## config.mk

```make
export PLATFORM = sky130hd
export DESIGN_NAME = hazard_detect
export DESIGN_NICKNAME = d
export VERILOG_FILES = /design/src/rtl/hazard_detect.sv
export SDC_FILE = /design/constraint.sdc
export NUM_CORES = 1
export LEC_CHECK = 0
export ABC_AREA = 1
export CORE_MARGIN = 4
export CORE_UTILIZATION = 45
export DETAILED_ROUTE_END_ITERATION = 16
export PLACE_DENSITY = 0.66
export SLEW_MARGIN = 25
export SYNTH_ARGS = -nofsm -noshare
export SYNTH_HDL_FRONTEND = slang
export SYNTH_SLANG_ARGS = --single-unit
```

## constraint.sdc

```tcl
create_clock -name clk -period 1.8 [get_ports clk]
set_clock_uncertainty 0.05 [all_clocks]
set_input_delay 0.18 -clock clk [delete_from_list [all_inputs] [get_ports clk]]
set_output_delay 0.18 -clock clk [all_outputs]
set_load 0.05 [all_outputs]
```

## src/rtl/hazard_detect.sv

```systemverilog
// Decode-stage hazard unit: registered EX forwarding selects and load-use stall.
// Optional macro HAZARD_STATS_EN adds a saturating stall_cycles counter port.
module hazard_detect #(
  parameter int unsigned LOAD_LAT = 1,
  parameter int unsigned REG_AW   = 5
) (
  input  logic              clk,
  input  logic              rst,
  input  logic              id_valid,
  input  logic [REG_AW-1:0] id_rs1,
  input  logic [REG_AW-1:0] id_rs2,
  input  logic [REG_AW-1:0] id_rd,
  input  logic              id_reg_write,
  input  logic              id_mem_read,
  input  logic              id_mem_write,
  input  logic              flush,
  output logic              stall,
  output logic [1:0]        rs1_hazard,
  output logic [1:0]        rs2_hazard,
  output logic              store_load_hazard
`ifdef HAZARD_STATS_EN
  ,
  output logic [31:0]       stall_cycles
`endif
);

  typedef enum logic {S_RUN, S_WAIT} state_t;

  localparam logic [1:0] SEL_RF  = 2'b00;
  localparam logic [1:0] SEL_ALU = 2'b01;
  localparam logic [1:0] SEL_MEM = 2'b10;
  localparam logic [1:0] CNT_INIT = (LOAD_LAT > 1) ? 2'(LOAD_LAT - 2) : 2'd0;

  state_t            state;
  logic [1:0]        cnt;
  logic              ex_v, ex_wen, ex_load;
  logic [REG_AW-1:0] ex_rd;
  logic              wb_v, wb_wen;
  logic [REG_AW-1:0] wb_rd;
  logic              pend_v;
  logic [REG_AW-1:0] pend_rd;

  logic       ex1, ex2, wb1, wb2, pd1, pd2;
  logic       load_use, store_fwd, issue;
  logic [1:0] rs1_sel, rs2_sel;

  // x0 is hardwired to zero, so it never forwards from any slot.
  function automatic logic hit(input logic v, input logic wen,
                               input logic [REG_AW-1:0] rd,
                               input logic [REG_AW-1:0] src);
    return v && wen && (rd == src) && (src != '0);
  endfunction

  // NOTE: every always_comb output gets a default first so no path can infer a latch.
  always_comb begin
    ex1 = hit(ex_v, ex_wen, ex_rd, id_rs1);
    ex2 = hit(ex_v, ex_wen, ex_rd, id_rs2);
    wb1 = hit(wb_v, wb_wen, wb_rd, id_rs1);
    wb2 = hit(wb_v, wb_wen, wb_rd, id_rs2);
    pd1 = hit(pend_v, 1'b1, pend_rd, id_rs1);
    pd2 = hit(pend_v, 1'b1, pend_rd, id_rs2);

    load_use  = ex_load && (ex1 || (ex2 && !id_mem_write));
    store_fwd = id_mem_write && ex_load && ex2;
    stall     = !flush && ((state == S_WAIT) || (id_valid && load_use));
    issue     = id_valid && !stall && !flush;

    // A load sitting in EX never selects alu_result; that source falls through to WB.
    rs1_sel = SEL_RF;
    if (pd1)                 rs1_sel = SEL_MEM;
    else if (ex1 && !ex_load) rs1_sel = SEL_ALU;
    else if (wb1)            rs1_sel = SEL_MEM;

    rs2_sel = SEL_RF;
    if (pd2)                 rs2_sel = SEL_MEM;
    else if (ex2 && !ex_load) rs2_sel = SEL_ALU;
    else if (wb2)            rs2_sel = SEL_MEM;
  end

  // NOTE: sequential state uses non-blocking assignments so every register samples pre-edge values.
  always_ff @(posedge clk or posedge rst) begin
    if (rst) begin
      state             <= S_RUN;
      cnt               <= '0;
      ex_v              <= 1'b0;
      ex_wen            <= 1'b0;
      ex_load           <= 1'b0;
      ex_rd             <= '0;
      wb_v              <= 1'b0;
      wb_wen            <= 1'b0;
      wb_rd             <= '0;
      pend_v            <= 1'b0;
      pend_rd           <= '0;
      rs1_hazard        <= SEL_RF;
      rs2_hazard        <= SEL_RF;
      store_load_hazard <= 1'b0;
    end else begin
      wb_v    <= ex_v;
      wb_wen  <= ex_wen;
      wb_rd   <= ex_rd;
      ex_v    <= issue;
      ex_wen  <= id_reg_write;
      ex_load <= id_mem_read;
      ex_rd   <= id_rd;

      rs1_hazard        <= issue ? rs1_sel : SEL_RF;
      rs2_hazard        <= issue ? rs2_sel : SEL_RF;
      store_load_hazard <= issue && store_fwd;

      if (flush) begin
        state  <= S_RUN;
        cnt    <= '0;
        pend_v <= 1'b0;
      end else begin
        case (state)
          S_RUN: begin
            if (id_valid && load_use) begin
              pend_v  <= 1'b1;
              pend_rd <= ex_rd;
              if (LOAD_LAT > 1) begin
                state <= S_WAIT;
                cnt   <= CNT_INIT;
              end
            end else begin
              pend_v <= 1'b0;
            end
          end
          S_WAIT: begin
            if (cnt == '0) state <= S_RUN;
            else           cnt   <= cnt - 2'd1;
          end
          default: state <= S_RUN;
        endcase
      end
    end
  end

`ifdef HAZARD_STATS_EN
  always_ff @(posedge clk or posedge rst) begin
    if (rst)                               stall_cycles <= '0;
    else if (stall && (stall_cycles != '1)) stall_cycles <= stall_cycles + 32'd1;
  end
`endif

endmodule

```

* Word-level counts from Yosys, hierarchy flattened *
Index checks and enable logic that the tools add are counted.

word-level totals
  register bits after elaboration = 29
  word-level logic and storage cells = 79
  output and inout port bits = 6

cells by class
  reduce and logical (&&, ||, !) cells = 37
  eq/ne operators = 8
  add/subtract/negate cells = 1
  bitwise logic cells = 2
  mux-type cells = 17

operators with widths
  operator                                          count
  == test 5 bit                                     6
  logical AND 1 bit                                 25
  two-way mux 2 bit                                 11
  nonzero test 5 bit                                2
  two-way mux 1 bit                                 6
  zero test 1 bit                                   4
  != test 2 bit, second input constant              2
  AND reduction 3 bit                               1
  zero test 2 bit                                   1
  logical OR 1 bit                                  2
  inverter 1 bit                                    2
  AND reduction 2 bit                               1
  nonzero test 2 bit                                1
  subtractor 2 x 1 -> 2 bit, second input constant  1

* Logic depth before layout (Yosys ltp) *
Gate-level depths: netlist of the first run.

  depth in word-level cells = 13
  gate-level depth with buffers = 11
  gate-level depth less buffers = 11

* Least setup slack after synthesis of the first run *
OpenSTA, ideal clock, no wires.

  path kind = flip-flop to output port
  start point = register ex_rd[2]
  end point = output stall
  data arrival time = 1409 ps
  stages on the path, launching flop included = 12
  path buffers = 0
  setup slack = 161 ps
  cell sequence = dfrtp_1 > inv_1 > nand2_1 > nand2_1 > nand2_1 > nor2_2 > nand3_2 > nand2_4 > nand2_4 > nand2_1 > nand2_1 > inv_1

between the ends
  word-level cells in the longest chain between the ends = 9

RTL lines
  element                          line  RTL
  start: declaration               37    logic [REG_AW-1:0] ex_rd;
  start signal: assignment         104   ex_rd <= id_rd;
  == test 5 bit                    51    return v && wen && (rd == src) && (src != '0);
  logical AND 1 bit (2 in series)  51
  logical AND 1 bit                63    load_use = ex_load && (ex1 || (ex2 && !id_mem_write));
  logical OR 1 bit *               63
  logical AND 1 bit *              63
  logical AND 1 bit *              65    stall = !flush && ((state == S_WAIT) || (id_valid && load_use));
  logical OR 1 bit *               65
  logical AND 1 bit *              65
  end: declaration                 17    output logic stall,

Mark *: on every way between the ends. The rest lies on a longest branch, timed or not.

* Worst setup path after layout of the first run *
Ends and elaborated chain as after synthesis.

==> results_dict.tcl, run 1 <==
set metrics [dict create \
    outcome "finished, violations left" \
    violations "negative setup slack" \
    hpwl_um 2790 \
    ys_top_cells_by_count "nand2_1 (46), dfrtp_1 (29), inv_1 (23)" \
    synthesis.area_mm2 0.00150 \
    synth_flop_cell "dfrtp_1" \
    fin_area_mm2 0.00209 \
    fp.dieW_um 65.6 \
    drc_errors 0 \
    finalHoldViolCount 0 \
    seq_area_frac_synth_pct 48.5 \
    port_buffers 27 \
    peakVddDrop_v 0.000306 \
    p_switching_w 0.000333 \
    synth-edff-count 0 \
    cts_buffer_depth 2 \
    layout-drive-gt1-share_pct 25.7 \
    clock_power_share_pct 30.3 \
    slew_headroom_pct 66.6 \
    timing.fmax_mhz 521 \
    cts_root_buf "clkbuf_4" \
    start_util_pct 47.8 \
    first_pass_iters 4 \
    wl_um 3560 \
    synth_top_cell_by_area "dfrtp_1" \
    worstPathArrival_ns 1.69 \
    grt_max_degree 30 \
    yosysWarnings 0 \
    nets 260 \
    switching_share_pct 25.6 \
    synth_most_common_cell "nand2_1" \
    viasPerCell 4.84 \
    wl_per_cell_um 12.7 \
    grt_pass1_wl_um 6180 \
    p_int_w 0.000967 \
    routabilityCongestion 0.977 \
    power_density_mw_per_mm2 621 \
    synth_async_sr_flop_share_pct 100 \
    power_w 0.00130 \
    die_area_mm2 0.00431 \
    path_class "reg2out" \
    syn-num-nets 200 \
    syn_area_per_cell_um2 8.45 \
    grt_usage_pct 19.0 \
    fin_util_pct 66.9 \
    rows 20 \
    setup_ws_ns -0.120 \
    cts_htree_levels 2 \
    hp-class "in2async" \
    worstSetupStartpointType "register" \
    endpoint_kind "primary output" \
    numCtsBuffers 5 \
    grt_pass1_vias 1429 \
    syn_to_final_growth_pct 40.0 \
    period_minus_slack_ns 1.92 \
    cts_tree "done" \
    antenna_cells 0 \
    cts.sinks 29 \
    ys_types 26 \
    whs_ns 0.179 \
    io_pins 28 \
    clkLatencyLatePin_ns 0.31 \
    die_height_um 65.6 \
    final.period_utilization_pct 107 \
    vias 1360 \
    setup_viol 1 \
    path_max_fanout 4 \
    slew_viol_final 0 \
    antenna_found_initial 0 \
    required_ns 1.57 \
    coreArea_mm2 0.00313 \
    rsz0062_at_grt "true" \
    pwr-share-comb_pct 16.4 \
    synth_top_area_share_pct 48.5 \
    drt_iter0_drc 110 \
    grt_overflow_total 0 \
    synthTopCellsByArea "dfrtp_1 (49%), nand2_1 (12%), inv_1 (5.8%)" \
    drtAntennaViolNets 0 \
    tightest_slew_ns 0.500 \
    path_clk_slew_ns 0.09 \
    syn_inst 177 \
    placed_area_mm2 0.00200 \
    synth-seq-cells 29 \
    seqPwrFrac_pct 53.3 \
    cts_hold_buf 0 \
    maxCapViolCount 0 \
    p_leak_nw 1.00 \
]
## routing by layer
layer  track usage (%)  vias to the layer above  share of wire [%]
li1                  -                      679                  -
met1              23.1                      627                 42
met2              31.7                       44                 49
met3              5.98                       10                6.6
met4              6.48                        0                2.2
met5                 0                        -                  0
## power by group through the flow
| stage | logic (W) | clock network, W | registers [W] |
|---|---|---|---|
| 4_1_cts | 0.000207 | 0.000406 | 0.000692 |
| 6_report | 0.000214 | 0.000394 | 0.000692 |
| 2_1_floorplan | 0.0000939 | 0 | 0.000699 |
| 5_1_grt | 0.000236 | 0.000445 | 0.000695 |
| 3_3_place_gp | 0.000200 | 0 | 0.000704 |
| 3_5_place_dp | 0.000204 | 0 | 0.000705 |
## final timing paths
check	slack (ns)	cells past startpoint	from	endpoint
min	0.18	3	rst	store_load_hazard
min reg2reg	0.33	0	ex_wen	wb_wen
max in group asynchronous	1.25	3	rst	wb_rd[2]
max	-0.12	11	ex_rd[2]	stall
max reg2reg	0.23	10	ex_rd[2]	pend_rd[2]
min in group clk	0.24	1	id_rd[3]	ex_rd[3]
## state kept, by name, summed over array words and instances (netlist names), 2 cells and up
| name | count |
|---|---|
| ex_rd | 5 |
| cnt | 2 |
| pend_rd | 5 |
| wb_rd | 5 |
| rs2_hazard | 2 |
| rs1_hazard | 2 |
## through the flow
step	worst slack, ns	TNS (ns)	instances
finish	-0.120	-0.120	281
global route	-0.266	-0.266	281
CTS	-0.130	-0.130	278
detailed placement	-0.107	-0.327	271
global placement	-0.0717	-0.125	271
floorplan	0.161	0	177
## cells by family after synthesis
logic type | Yosys count | share of synthesized area, %
and+or+nand+nor | 90 | 30.0
buffers and inverters | 27 | 6.78
AOI/OAI and AO/OA | 18 | 6.86
xor gates and xnor gates | 12 | 7.03
adders and majority gates | 1 | 0.837
DFF | 29 | 48.5
## what timing repair did
action	CTS	global route
resized for setup	5	3
pin swaps	3	5
endpoints found under the setup margin	1	1
setup buffers	0	3
## area by class of cell
| type | count | area (um^2) |
|---|---|---|
| timing repair buffer | 53 | 475 |
| clock buffer | 7 | 55.1 |
| multi-input combinational | 121 | 681 |
| fill | 282 | 1030 |
| tap | 44 | 55.1 |
| sequential | 29 | 726 |
| inverter | 27 | 101 |
## cells in the final DEF, fill, tap and decap left out, drive strengths merged, types with 4 or more instances in the layout
| cell type | n |
|---|---|
| buf | 27 |
| clkbuf | 7 |
| clkdlybuf4s50 | 26 |
| dfrtp | 29 |
| inv | 27 |
| nand2 | 49 |
| nand3 | 6 |
| nand4 | 4 |
| nor2 | 21 |
| nor3 | 7 |
| o21ai | 9 |
| o22ai | 4 |
| xnor2 | 7 |
| xor2 | 5 |
## worst max-delay path: stages (launching register included)
cell,delay (ns)
dfrtp_1,0.42
buf_4,0.15
nand2_1,0.06
nand4_1,0.10
nor2_2,0.12
nand2_2,0.08
nand2_4,0.08
nand2_4,0.05
nand2_2,0.06
nand2_2,0.06
inv_2,0.07
buf_12,0.13
Power figures use the tool's default switching activity.
==> run 2: changes to the inputs <==
--- a/config.mk
+++ b/config.mk
@@ -6,7 +6,7 @@
 export NUM_CORES = 1
 export LEC_CHECK = 0
 export ABC_AREA = 1
-export CORE_MARGIN = 4
+export CORE_MARGIN = 2
 export CORE_UTILIZATION = 45
 export DETAILED_ROUTE_END_ITERATION = 16
 export PLACE_DENSITY = 0.66
@@ -14,3 +14,4 @@
 export SYNTH_ARGS = -nofsm -noshare
 export SYNTH_HDL_FRONTEND = slang
 export SYNTH_SLANG_ARGS = --single-unit
+export TNS_END_PERCENT = 30
==> results_dict.tcl, run 2 (same netlist as run 1, synthesis figures left out) <==
set metrics [dict create \
    outcome "finished, violations left" \
    violations "negative setup slack" \
    finalHoldViolCount 0 \
    slew_headroom_pct 66.3 \
    timing.fmax_mhz 517 \
    setup-tns-final_ns -0.254 \
    pwr-share-comb_pct 16.4 \
    r2r_end "rs2_hazard[1]" \
    final_common_cell "nand2_1" \
    coreArea_mm2 0.00310 \
    placed_cells 272 \
    r2r-start "ex_rd[4]" \
    rows 20 \
    place_ws_ns -0.146 \
    peakVddDrop_v 0.000558 \
    hp-class "in2async" \
    fp.dieW_um 61.6 \
    fin_util_pct 69.0 \
    cts.sinks 29 \
    viasPerCell 4.57 \
    cts_htree_levels 2 \
    required_ns 1.57 \
    grt_max_degree 30 \
    first_pass_iters 4 \
    grt_pass1_vias 1305 \
    grt_overflow_total 0 \
    p_int_w 0.000970 \
    drc_errors 0 \
    p_leak_nw 1.05 \
    path_clk_slew_ns 0.09 \
    grt_usage_pct 22.0 \
    switching_share_pct 25.4 \
    fin_cells 287 \
    seqPwrFrac_pct 53.3 \
    cts_buffer_depth 2 \
    die_height_um 61.6 \
    routabilityCongestion 0.928 \
    antenna_found_initial 0 \
    nets 266 \
    path_class "reg2out" \
    die_area_mm2 0.00380 \
    cts_tree "done" \
    worstSetupStartpointType "register" \
    drt_iter0_drc 56 \
    cpMaxStageDelayCell "dfrtp_1" \
    hpwl_um 2720 \
    path_max_fanout 4 \
    grt_pass1_wl_um 5830 \
    slew_viol_final 0 \
    max_stage_delay_ns 0.42 \
    io_pins 28 \
    vias 1313 \
    clkLatencyLatePin_ns 0.33 \
    setup_viol 3 \
    syn_to_final_growth_pct 43.3 \
    r2r_cells 14 \
    fill_cells 280 \
    cts_hold_buf 0 \
    antenna_cells 0 \
    drtAntennaViolNets 0 \
    clock_power_share_pct 30.2 \
    largestRegisters "ex_rd: 5 flops, pend_rd: 5 flops, wb_rd: 5 flops" \
    maxCapViolCount 0 \
    final.period_utilization_pct 107 \
    setup_ws_ns -0.135 \
    endpoint_kind "primary output" \
    start_util_pct 48.2 \
    layout-drive-gt1-share_pct 28.0 \
    tightest_slew_ns 0.504 \
    numCtsBuffers 5 \
    rsz0062_at_grt "true" \
    p_switching_w 0.000329 \
    period_minus_slack_ns 1.93 \
    final_cell_mix "nand2_1 (44), buf_4 (32), dfrtp_1 (28), clkdlybuf4s50_1 (25), inv_1 (19)" \
    reg2reg_slack_ns -0.09 \
    worstPathCellList "inv_2 -> nand2_1 -> nand3b_1 -> nor2_2 -> nand3_2 -> nand2_4 -> nand2_4 -> nand2_2 -> nand2_2 -> inv_2 -> buf_12" \
    cts_root_buf "clkbuf_4" \
    port_buffers 27 \
    worstPathArrival_ns 1.70 \
    wl_per_cell_um 12.0 \
    power_density_mw_per_mm2 607 \
    wl_um 3440 \
]
-- run 2: changes by cell type in the layout (fill, tap and decap cells not counted), sizes merged --
cell and delta:
buf +6, clkdlybuf4s50 -1, dlymetal6s2s +1
-- run 2: worst max-delay path, delay by kind of cell, from the launching register on --
| family | cells | cell delay (ns) |
|---|---|---|
| AND/OR/NAND/NOR | 8 | 0.71 |
| flip-flops | 1 | 0.42 |
| buffers and inverters | 3 | 0.25 |
-- run 2: how the worst max path moves through the flow --
stage               cells after the start  slack, ns     to  startpoint
floorplan                              11       0.16  stall    ex_rd[2]
global placement                       12      -0.11  stall   id_rs2[0]
detailed placement                     12      -0.15  stall   id_rs2[0]
CTS                                    10      -0.17  stall    ex_rd[4]
global route                           10      -0.28  stall    ex_rd[4]
finish                                 11      -0.13  stall    ex_rd[0]
-- run 2: routing by layer --
metal	track usage, %	wire, um	vias up
met2	33.4	1630	27
met4	11.9	62	0
met5	0	0	-
met3	6.30	157	5
li1	-	-	687
met1	28.2	1590	594
-- run 2: power by group through the flow --
stage / Combinational (W) / Sequential, W / Clock, W
finish: 0.000214 / 0.000693 / 0.000393
global route: 0.000238 / 0.000696 / 0.000434
CTS: 0.000211 / 0.000692 / 0.000406
detailed placement: 0.000204 / 0.000704 / 0
global placement: 0.000202 / 0.000704 / 0
floorplan: 0.0000939 / 0.000699 / 0
-- run 2: repair_timing --
item / 4_1_cts / 5_1_grt
endpoints found under the setup margin: 1 / 4
gates resized for setup: 4 / 5
setup buffers: 5 / 3
pin swaps: 6 / 5
-- run 2: cell type report --
class | count | area (um^2) | area share [%]
Multi-Input combinational cell | 121 | 681 | 31.8
Tap cell | 44 | 55.1 | 2.57
Sequential cell | 29 | 727 | 33.9
Clock buffer | 7 | 55.1 | 2.57
Timing Repair Buffer | 59 | 523 | 24.4
Inverter | 27 | 101 | 4.73
-- run 2: stage by stage --
step	hold slack (ns)	total power (W)	cell area (um^2)
after floorplan	0.161	0.000793	1500
after global placement	0.314	0.000906	2010
after detailed placement	0.321	0.000909	2010
after CTS	0.167	0.00131	2100
after global routing	0.205	0.00137	2140
final	0.159	0.00130	2140
==> run 3: changes to the inputs <==
--- a/config.mk
+++ b/config.mk
@@ -6,6 +6,7 @@
 export NUM_CORES = 1
 export LEC_CHECK = 0
 export ABC_AREA = 1
+export CORE_ASPECT_RATIO = 1.25
 export CORE_MARGIN = 2
 export CORE_UTILIZATION = 45
 export DETAILED_ROUTE_END_ITERATION = 16
==> results_dict.tcl, run 3 (same netlist as run 1, synthesis figures left out) <==
set metrics [dict create \
    grt_overflow_total 0 \
    final.period_utilization_pct 103 \
    setup_viol 1 \
    outcome "finished, violations left" \
    path_clk_slew_ns 0.06 \
    path_class "reg2out" \
    syn_to_final_growth_pct 50.0 \
    hpwl_um 2920 \
    maxCapViolCount 0 \
    power_density_mw_per_mm2 714 \
    numCtsBuffers 5 \
    endpoint_kind "primary output" \
    final_common_cell "nand2_1" \
    start_util_pct 46.8 \
    hp-class "in2async" \
    slew_headroom_pct 66.3 \
    port_buffers 27 \
    critPathTopFamily "simple AND/OR/NAND/NOR gates" \
    path_max_fanout 3 \
    rows 23 \
    first_pass_iters 4 \
    drtAntennaViolNets 0 \
    grt_max_degree 30 \
    period_minus_slack_ns 1.85 \
    path_buf_inv 3 \
    antenna_cells 0 \
    vias 1381 \
    cts_htree_levels 2 \
    viasPerCell 4.81 \
    r2r_end "rs2_hazard[1]" \
    setup_ws_ns -0.0544 \
    tightest_slew_ns 0.504 \
    fin_area_mm2 0.00224 \
    drc_errors 0 \
    reg2reg_slack_ns 0.11 \
    rsz0062_at_grt "true" \
    fin_cells 287 \
    grt_pass1_vias 1412 \
    cts_buffer_depth 2 \
    nets 272 \
    r2r_cells 13 \
    die_height_um 68.4 \
    cts_tree "done" \
    worstSetupStartpointType "register" \
    worstPathCellList "buf_4 -> nand2_1 -> nand4_1 -> nor2_2 -> nand2_2 -> nand2_4 -> nand2_4 -> nand2_2 -> nand2_2 -> inv_2 -> buf_12" \
    peakVddDrop_v 0.000593 \
    cpMaxStageDelayCell "dfrtp_1" \
    wl_per_cell_um 12.9 \
    io_pins 28 \
    placed_area_mm2 0.00202 \
    die_area_mm2 0.00380 \
    routabilityCongestion 0.843 \
    clkLatencyLatePin_ns 0.28 \
    p_leak_nw 1.10 \
    cts_root_buf "clkbuf_8" \
    fp.dieW_um 55.6 \
    wl_um 3700 \
    cts.sinks 29 \
    coreArea_mm2 0.00319 \
    worstPathArrival_ns 1.62 \
    finalHoldViolCount 0 \
    final_cell_mix "nand2_1 (41), buf_4 (38), dfrtp_1 (28), inv_1 (18), clkdlybuf4s50_1 (18)" \
    antenna_found_initial 0 \
    r2r-start "ex_rd[0]" \
    path_common_cell "nand2_2" \
    violations "negative setup slack" \
    max_stage_delay_ns 0.41 \
    drt_iter0_drc 30 \
    grt_usage_pct 21.4 \
    largestRegisters "ex_rd: 5 flops, pend_rd: 5 flops, wb_rd: 5 flops" \
    grt_pass1_wl_um 6070 \
    placed_cells 267 \
    timing.fmax_mhz 539 \
    layout-drive-gt1-share_pct 32.0 \
    setup-tns-final_ns -0.0544 \
    slew_viol_final 0 \
    required_ns 1.57 \
]
## run 3: final cells by class
type | count | area [um^2]
Multi-Input combinational cell | 121 | 696
Sequential cell | 29 | 727
Tap cell | 37 | 46.3
Fill cell | 274 | 952
Timing Repair Buffer | 65 | 556
Clock inverter | 1 | 30.0
Clock buffer | 7 | 86.3
Inverter | 27 | 101
## run 3: worst max-delay path by stage
| stage | from | endpoint | slack (ns) | cells past startpoint |
|---|---|---|---|---|
| after floorplan | ex_rd[2] | stall | 0.16 | 11 |
| after global placement | id_rs1[4] | stall | -0.12 | 11 |
| after detailed placement | id_rs1[2] | stall | -0.14 | 12 |
| after CTS | ex_rd[0] | stall | -0.05 | 11 |
| after global routing | ex_rd[1] | stall | -0.16 | 10 |
| final | ex_rd[2] | stall | -0.05 | 11 |
## run 3: repair_timing
action / in CTS / in global routing
setup endpoints to repair: 1 / 2
buffers inserted: 9 / 3
hold buffers: 0 / 0
resized for setup: 20 / 2
pin swaps: 9 / 4
## run 3: worst reg2reg max path: stages (launching register included)
cell and delay, ns:
dfrtp_1 0.43, inv_2 0.10, nand2_2 0.04, nand3b_1 0.11
nor2_2 0.06, buf_4 0.13, buf_4 0.12, buf_4 0.12
buf_4 0.13, nand2_1 0.05, nor2_1 0.04, nand2_1 0.09
nand2_1 0.07, nor2_2 0.09
## run 3: per-stage QoR
step           setup slack (ns)  hold slack, ns  total power [W]  util (%)
2_1_floorplan             0.161           0.161         0.000793         -
3_3_place_gp             -0.115           0.315         0.000914      63.1
3_5_place_dp             -0.142           0.326         0.000917      63.1
4_1_cts                 -0.0470           0.239          0.00162      69.3
5_1_grt                  -0.158           0.286          0.00167      70.2
6_report                -0.0544           0.235          0.00160      70.2
## run 3: layer usage
layer / wire length, um / part of all wire (%) / track usage [%]
met5: 0 / 0 / 0
met1: 1580 / 43 / 23.6
met3: 143 / 3.9 / 5.10
met2: 1920 / 52 / 39.1
met4: 51 / 1.4 / 10.1
## run 3: power by group
part	switching, W	internal [W]	total (W)	leakage (nW)
clock network	0.000232	0.000450	0.000682	0.0585
registers	0.0000202	0.000674	0.000694	0.372
logic	0.000108	0.000118	0.000226	0.675
